**config.mk**
```make
export PLATFORM = sky130hd
export DESIGN_NAME = fir_tdm_filter
export DESIGN_NICKNAME = d
export VERILOG_FILES = /design/src/rtl/fir_tdm_pkg.sv /design/src/rtl/fir_mac_unit.sv /design/src/rtl/fir_tdm_filter.sv
export SDC_FILE = /design/constraint.sdc
export NUM_CORES = 2
export LEC_CHECK = 0
export ABC_AREA = 1
export CAP_MARGIN = 20
export CORE_MARGIN = 5
export CORE_UTILIZATION = 50
export DETAILED_ROUTE_END_ITERATION = 8
export HOLD_SLACK_MARGIN = 0.06
export PLACE_DENSITY = 0.66
export SLEW_MARGIN = 10
export SYNTH_ARGS = -nofsm -noshare
export SYNTH_HDL_FRONTEND = slang
export SYNTH_SLANG_ARGS = --single-unit
```
**constraint.sdc**
```tcl
create_clock -name clk -period 9.8 [get_ports clk]
set_clock_uncertainty 0.2 [all_clocks]
set_input_delay 0.98 -clock clk [delete_from_list [all_inputs] [get_ports clk]]
set_output_delay 0.98 -clock clk [all_outputs]
set_load 0.005 [all_outputs]
```
**src/rtl/fir_tdm_pkg.sv**
```systemverilog
// Shared types and arithmetic helpers for the time-multiplexed FIR filter.
// The output scaling is done at a fixed wide width so any legal ACC_W/OUT_W combination fits.
package fir_tdm_pkg;

    typedef enum logic [1:0] {
        IDLE,
        MAC,
        OUT
    } state_t;

    localparam int RS_W = 128;

    typedef logic signed [RS_W-1:0] rs_wide_t;

    typedef struct packed {
        logic signed [RS_W-1:0] value;
        logic                   sat;
    } rs_result_t;

    function automatic int calc_k_w(input int taps);
        return $clog2(taps);
    endfunction

    function automatic int calc_ch_w(input int channels);
        return (channels > 1) ? $clog2(channels) : 1;
    endfunction

    function automatic int calc_acc_w(input int x_w, input int h_w, input int taps);
        return x_w + h_w + $clog2(taps);
    endfunction

    // Round half up, arithmetic shift, then clip to the signed out_w range.
    function automatic rs_result_t round_sat(input rs_wide_t acc, input int shift, input int out_w);
        rs_wide_t   r;
        rs_wide_t   hi;
        rs_wide_t   lo;
        rs_result_t res;
        r = acc;
        if (shift > 0) begin
            r = acc + (rs_wide_t'(1) <<< (shift - 1));
        end
        r  = r >>> shift;
        hi = (rs_wide_t'(1) <<< (out_w - 1)) - rs_wide_t'(1);
        lo = -(rs_wide_t'(1) <<< (out_w - 1));
        res.value = r;
        res.sat   = 1'b0;
        if (r > hi) begin
            res.value = hi;
            res.sat   = 1'b1;
        end else if (r < lo) begin
            res.value = lo;
            res.sat   = 1'b1;
        end
        return res;
    endfunction

endpackage

```
**src/rtl/fir_mac_unit.sv**
```systemverilog
// Registered signed multiplier feeding an accumulator.
// o_acc is the running sum including the product currently held in the multiplier register.
module fir_mac_unit
    import fir_tdm_pkg::*;
#(
    parameter int X_W   = 24,
    parameter int H_W   = 16,
    parameter int ACC_W = 44
) (
    input  logic                    clk,
    input  logic                    reset,
    input  logic                    i_clr,
    input  logic                    i_mul_en,
    input  logic                    i_acc_en,
    input  logic signed [X_W-1:0]   i_x,
    input  logic signed [H_W-1:0]   i_h,
    output logic signed [ACC_W-1:0] o_acc
);
    localparam int P_W = X_W + H_W;

    logic signed [P_W-1:0]   r_prod;
    logic signed [P_W-1:0]   w_x_ext;
    logic signed [P_W-1:0]   w_h_ext;
    logic signed [ACC_W-1:0] r_acc;

    assign w_x_ext = {{H_W{i_x[X_W-1]}}, i_x};
    assign w_h_ext = {{X_W{i_h[H_W-1]}}, i_h};
    assign o_acc   = r_acc + {{(ACC_W-P_W){r_prod[P_W-1]}}, r_prod};

    always_ff @(posedge clk) begin
        if (reset) begin
            r_prod <= '0;
            r_acc  <= '0;
        end else begin
            if (i_mul_en) begin
                r_prod <= w_x_ext * w_h_ext;
            end
            if (i_clr) begin
                r_acc <= '0;
            end else if (i_acc_en) begin
                r_acc <= o_acc;
            end
        end
    end

endmodule

```
**src/rtl/fir_tdm_filter.sv**
```systemverilog
// Multi-channel FIR sharing one MAC over TAPS cycles per sample.
// Each channel keeps its own circular history; coefficients are common to all channels.
module fir_tdm_filter
    import fir_tdm_pkg::*;
#(
    parameter int TAPS     = 16,
    parameter int CHANNELS = 2,
    parameter int X_W      = 24,
    parameter int H_W      = 16,
    parameter int OUT_W    = 24,
    parameter int SHIFT    = 15,
    localparam int ACC_W   = calc_acc_w(X_W, H_W, TAPS),
    localparam int CH_W    = calc_ch_w(CHANNELS),
    localparam int K_W     = calc_k_w(TAPS)
) (
    input  logic                    clk,
    input  logic                    reset,
    input  logic                    s_valid,
    output logic                    s_ready,
    input  logic signed [X_W-1:0]   s_data,
    input  logic [CH_W-1:0]         s_chan,
    input  logic                    coef_we,
    output logic                    coef_ready,
    input  logic [K_W-1:0]          coef_addr,
    input  logic signed [H_W-1:0]   coef_data,
    output logic                    m_valid,
    input  logic                    m_ready,
    output logic signed [OUT_W-1:0] m_data,
    output logic [CH_W-1:0]         m_chan,
    output logic                    m_sat
);
    state_t                  r_state;
    logic [K_W:0]            r_k;
    logic [K_W-1:0]          r_newest;
    logic [CH_W-1:0]         r_chan;
    logic                    r_m_valid;
    logic signed [OUT_W-1:0] r_m_data;
    logic [CH_W-1:0]         r_m_chan;
    logic                    r_m_sat;
    logic signed [H_W-1:0]   r_coef [TAPS];

    logic                    w_idle;
    logic                    w_chan_ok;
    logic                    w_take;
    logic                    w_coef_wr;
    logic [K_W-1:0]          w_tap;
    logic [K_W-1:0]          w_idx;
    logic signed [X_W-1:0]   w_x;
    logic signed [X_W-1:0]   w_ch_x [CHANNELS];
    logic [K_W-1:0]          w_ch_wptr [CHANNELS];
    logic signed [ACC_W-1:0] w_acc;
    rs_wide_t                w_acc_wide;
    rs_result_t              w_rs;
    logic signed [OUT_W-1:0] w_rs_data;
    logic [RS_W-OUT_W-1:0]   w_rs_msbs_unused;

    assign w_idle     = (r_state == IDLE);
    assign w_chan_ok  = ({1'b0, s_chan} < (CH_W+1)'(CHANNELS));
    assign w_take     = s_valid && w_idle && w_chan_ok;
    assign w_coef_wr  = coef_we && w_idle && ({1'b0, coef_addr} < (K_W+1)'(TAPS));

    // Tap j reads the sample j steps older than the newest one, modulo TAPS.
    assign w_tap = r_k[K_W-1:0];
    assign w_idx = (r_newest >= w_tap) ? (r_newest - w_tap)
                                       : K_W'(TAPS + int'(r_newest) - int'(w_tap));

    for (genvar gi = 0; gi < CHANNELS; gi++) begin : g_chan
        logic signed [X_W-1:0] r_hist [TAPS];
        logic [K_W-1:0]        r_wptr;
        logic                  w_wr;

        assign w_wr = w_take && (s_chan == CH_W'(gi));

        always_ff @(posedge clk) begin
            if (reset) begin
                r_wptr <= '0;
                for (int t = 0; t < TAPS; t++) begin
                    r_hist[t] <= '0;
                end
            end else if (w_wr) begin
                r_hist[r_wptr] <= s_data;
                r_wptr         <= (r_wptr == K_W'(TAPS - 1)) ? '0 : r_wptr + K_W'(1);
            end
        end

        assign w_ch_x[gi]    = r_hist[w_idx];
        assign w_ch_wptr[gi] = r_wptr;
    end

    assign w_x = w_ch_x[r_chan];

    always_ff @(posedge clk) begin
        if (reset) begin
            for (int t = 0; t < TAPS; t++) begin
                r_coef[t] <= '0;
            end
        end else if (w_coef_wr) begin
            r_coef[coef_addr] <= coef_data;
        end
    end

    fir_mac_unit #(
        .X_W   (X_W),
        .H_W   (H_W),
        .ACC_W (ACC_W)
    ) u_mac (
        .clk      (clk),
        .reset    (reset),
        .i_clr    (w_take),
        .i_mul_en ((r_state == MAC) && (r_k < (K_W+1)'(TAPS))),
        .i_acc_en ((r_state == MAC) && (r_k != '0)),
        .i_x      (w_x),
        .i_h      (r_coef[w_tap]),
        .o_acc    (w_acc)
    );

    assign w_acc_wide = {{(RS_W-ACC_W){w_acc[ACC_W-1]}}, w_acc};
    assign w_rs       = round_sat(w_acc_wide, SHIFT, OUT_W);
    // After saturation the upper bits are only a sign extension of w_rs_data.
    assign {w_rs_msbs_unused, w_rs_data} = w_rs.value;

    always_ff @(posedge clk) begin
        if (reset) begin
            r_state   <= IDLE;
            r_k       <= '0;
            r_newest  <= '0;
            r_chan    <= '0;
            r_m_valid <= 1'b0;
            r_m_data  <= '0;
            r_m_chan  <= '0;
            r_m_sat   <= 1'b0;
        end else begin
            case (r_state)
                IDLE: begin
                    if (w_take) begin
                        r_chan   <= s_chan;
                        r_newest <= w_ch_wptr[s_chan];
                        r_k      <= '0;
                        r_state  <= MAC;
                    end
                end
                MAC: begin
                    r_k <= r_k + (K_W+1)'(1);
                    // Final cycle: the last product joins the sum and the result is registered.
                    if (r_k == (K_W+1)'(TAPS)) begin
                        r_state   <= OUT;
                        r_m_valid <= 1'b1;
                        r_m_data  <= w_rs_data;
                        r_m_sat   <= w_rs.sat;
                        r_m_chan  <= r_chan;
                    end
                end
                OUT: begin
                    if (m_ready) begin
                        r_state   <= IDLE;
                        r_m_valid <= 1'b0;
                    end
                end
                default: r_state <= IDLE;
            endcase
        end
    end

    assign s_ready    = w_idle;
    assign coef_ready = w_idle;
    assign m_valid    = r_m_valid;
    assign m_data     = r_m_data;
    assign m_chan     = r_m_chan;
    assign m_sat      = r_m_sat;

endmodule

```
==> results.ini <==
[synth]
syn_nets = 8054
ys_seq_area_frac = 0.486
synth_seq_cells = 1159
syn_area_sq_um = 68800
synthCells = 7473
synth_warnings = 0
synth-edff-count = 1024
ys_types = 56
ys.flop_type = edfxtp_1
avgSynthCellArea_sq_um = 9.21
async_flop_share = 0

[floorplan]
die_area_sq_um = 145000
die_w_microns = 381
io_pins = 79
initial_core_util = 0.502
die_h_microns = 381
rows = 136
coreArea_sq_um = 137000

[status]
outcome = finished clean

[sta]
worst_pin_slew_ns = 1.02
fmax_ghz = 0.107
rsz0062_at_grt = no
hold_viol = 0
relSlewSlack = 0.320
fin_crit_ns = 9.36
slew_viol_final = 0
fin_ws_ns = 0.437
final.setup.tns_ns = 0
setup-violations-final = 0
finalCritPeriodShare = 0.955

[placement]
port_buffers = 78
gp_congestion = 0.984
dpl-instance-area_sq_um = 72400
pre_cts_ws_ns = 0.211
hpwl_microns = 142000

[run]
maxCapViolCount = 0

[detailed_routing]
viasPerCell = 5.77
drc = 0
avgRoutedWirePerCell_microns = 22.5
via_count = 54091
wirelength_microns = 211000
drt-pass1-iter-count = 8
drt_iter0_markers = 5662
drtAntennaViolNets = 0

[global_route]
antenna_found_initial = 2
grtUsageTotal = 0.287
met2_usage = 0.455
use_met3 = 0.0539
grt_pass1_wl_microns = 321000
first_global_vias = 53425
grt_use_met1 = 0.399
grt_max_degree = 127
grt_overflow = 0
top_usage_layer = met2

[clock_network]
cts-htree-levels = 3
clockBufferDepth = 3
cts_root_buf = clkbuf_16
clock_latency_ns = 0.79
cts_buffers = 120
path_clk_slew_ns = 0.06
cts_tree = built
hold_buffers = 0
cts.sinks = 1159

[layout]
diodes = 0
drive_gt1_frac = 0.0801
fin_nets = 8058
postLayoutCellArea_sq_um = 76500
syn2layout_area_growth_pct = 11.2

[min_path]
hold_class = reg -> reg

[worst_setup_path]
critPathMostFrequentCell = inv_1
cp.arrival_ns = 9.80
cpPeakStageDelay_ns = 0.85
critical_path_buf_inv_count = 10
cp.required_ns = 10.24
critPathCaptureType = flop
cp_slowest_cell = fa_4
crit_family = adder cells
cp-start-kind = flop
worstPathMaxFanout = 41
worst-setup-path-type = reg -> reg

## layout by cell type (no fill, tap or decap), types with 17 or more instances in the layout
cell type        synthesis  routed
buf_12                   0      22
clkbuf_16                0     123
a21oi_1                487     486
xor2_1                  46      46
inv_2                   23      24
a21oi_2                 19      20
mux2i_1                 47      47
edfxtp_1              1024    1024
o221ai_1                35      35
o21bai_1                28      28
buf_4                    2     229
o21ai_0                311     307
clkinv_1                22      38
clkinv_2                 0      28
ha_1                   155     154
clkbuf_1               414      29
nand3_1                185     185
inv_1                  895     889
xnor2_1                 30      28
o211ai_1               101     101
nand4_1                 31      31
nand2_2                 50      51
dfxtp_1                135     134
nor2_1                1511    1509
a221oi_1               148     148
fa_1                   376     375
mux2_2                  17      17
nand2_1               1252    1251
clkdlybuf4s50_1          0      78
## synth_stat cells (28+ instances only)
cell      number  area (sq um)
xor2_1        46           403
nand4_1       31           194
nor2_1      1511          5670
o211ai_1     101           758
edfxtp_1    1024         30700
o221ai_1      35           307
nand2_1     1252          4700
ha_1         155          1940
buf_1         31           116
xnor2_1       30           263
nand2_2       50           313
a21oi_1      487          2440
a221oi_1     148          1300
nand3_1      185           926
o21ai_0      311          1560
fa_1         376          7530
o21bai_1      28           210
clkbuf_1     414          1550
mux2i_1       47           470
dfxtp_1      135          2700
inv_1        895          3360
## per-stage QoR
stage,util,hold WS [ns],instances
after global placement,0.528,0.264,9142
after global routing,0.558,0.320,9374
after CTS,0.557,0.282,9370
final,0.558,0.277,9374
after floorplan,-,0.254,7473
after detailed placement,0.528,0.272,9145
## cell families (layout without fill, tap and decap cells)
family | count (synthesis) | after routing | synth area share
and+or+nand+nor | 3088 | 3088 | 0.179
AOI/OAI and AO/OA | 1163 | 1163 | 0.102
DFF | 1159 | 1159 | 0.486
xor gates and xnor gates | 76 | 76 | 0.00967
buffers and inverters | 1392 | 1499 | 0.0765
muxes | 64 | 64 | 0.00961
adders and majority gates | 531 | 531 | 0.138
## timing repair
item | 4_1_cts | 5_1_grt
hold endpoints to repair | 0 | 0
setup endpoints to repair | 0 | 8
buffers inserted | 0 | 2
gates resized for setup | 0 | 11
## registers in the layout (all words and copies together) (netlist names), named ones only
name,count
m_valid,1
r_coef,256
u_mac.r_prod,40
r_k,5
m_data,24
r_chan,1
g_chan.r_wptr,8
m_sat,1
u_mac.r_acc,44
r_state,2
g_chan.r_hist,768
r_newest,4
m_chan,1
## worst paths after layout
| check | start | to | slack (ns) | depth (start not counted) |
|---|---|---|---|---|
| min reg2reg | m_data[23] | m_data[23] | 0.28 | 2 |
| max reg2reg | r_k[0] | u_mac.r_prod[37] | 0.44 | 36 |
| min | m_data[23] | m_data[23] | 0.28 | 2 |
| max | r_k[0] | u_mac.r_prod[37] | 0.44 | 36 |
## cell type report
class,instances,area (sq um)
Clock buffer,154,3200
Multi-Input combinational cell,4922,30200
Inverter,940,3560
Tap cell,1794,2240
Fill cell,12083,60600
Sequential cell,1159,33500
Clock inverter,71,833
Timing Repair Buffer,334,3040
## tightest hold or removal path, stage by stage, from the launching register on
cell and delay (ns):
dfxtp_1 0.31, nand2_1 0.06, a21oi_1 0.06
## per-layer routing
metal	part of all wire	up-vias
li1	-	24496
met1	0.41	26548
met2	0.46	2647
met3	0.099	400
met4	0.038	0
met5	0	-
Power is left out: the tool's default activity adds up to more than one toggle a clock period on the data nets, which glitch-free logic cannot reach.
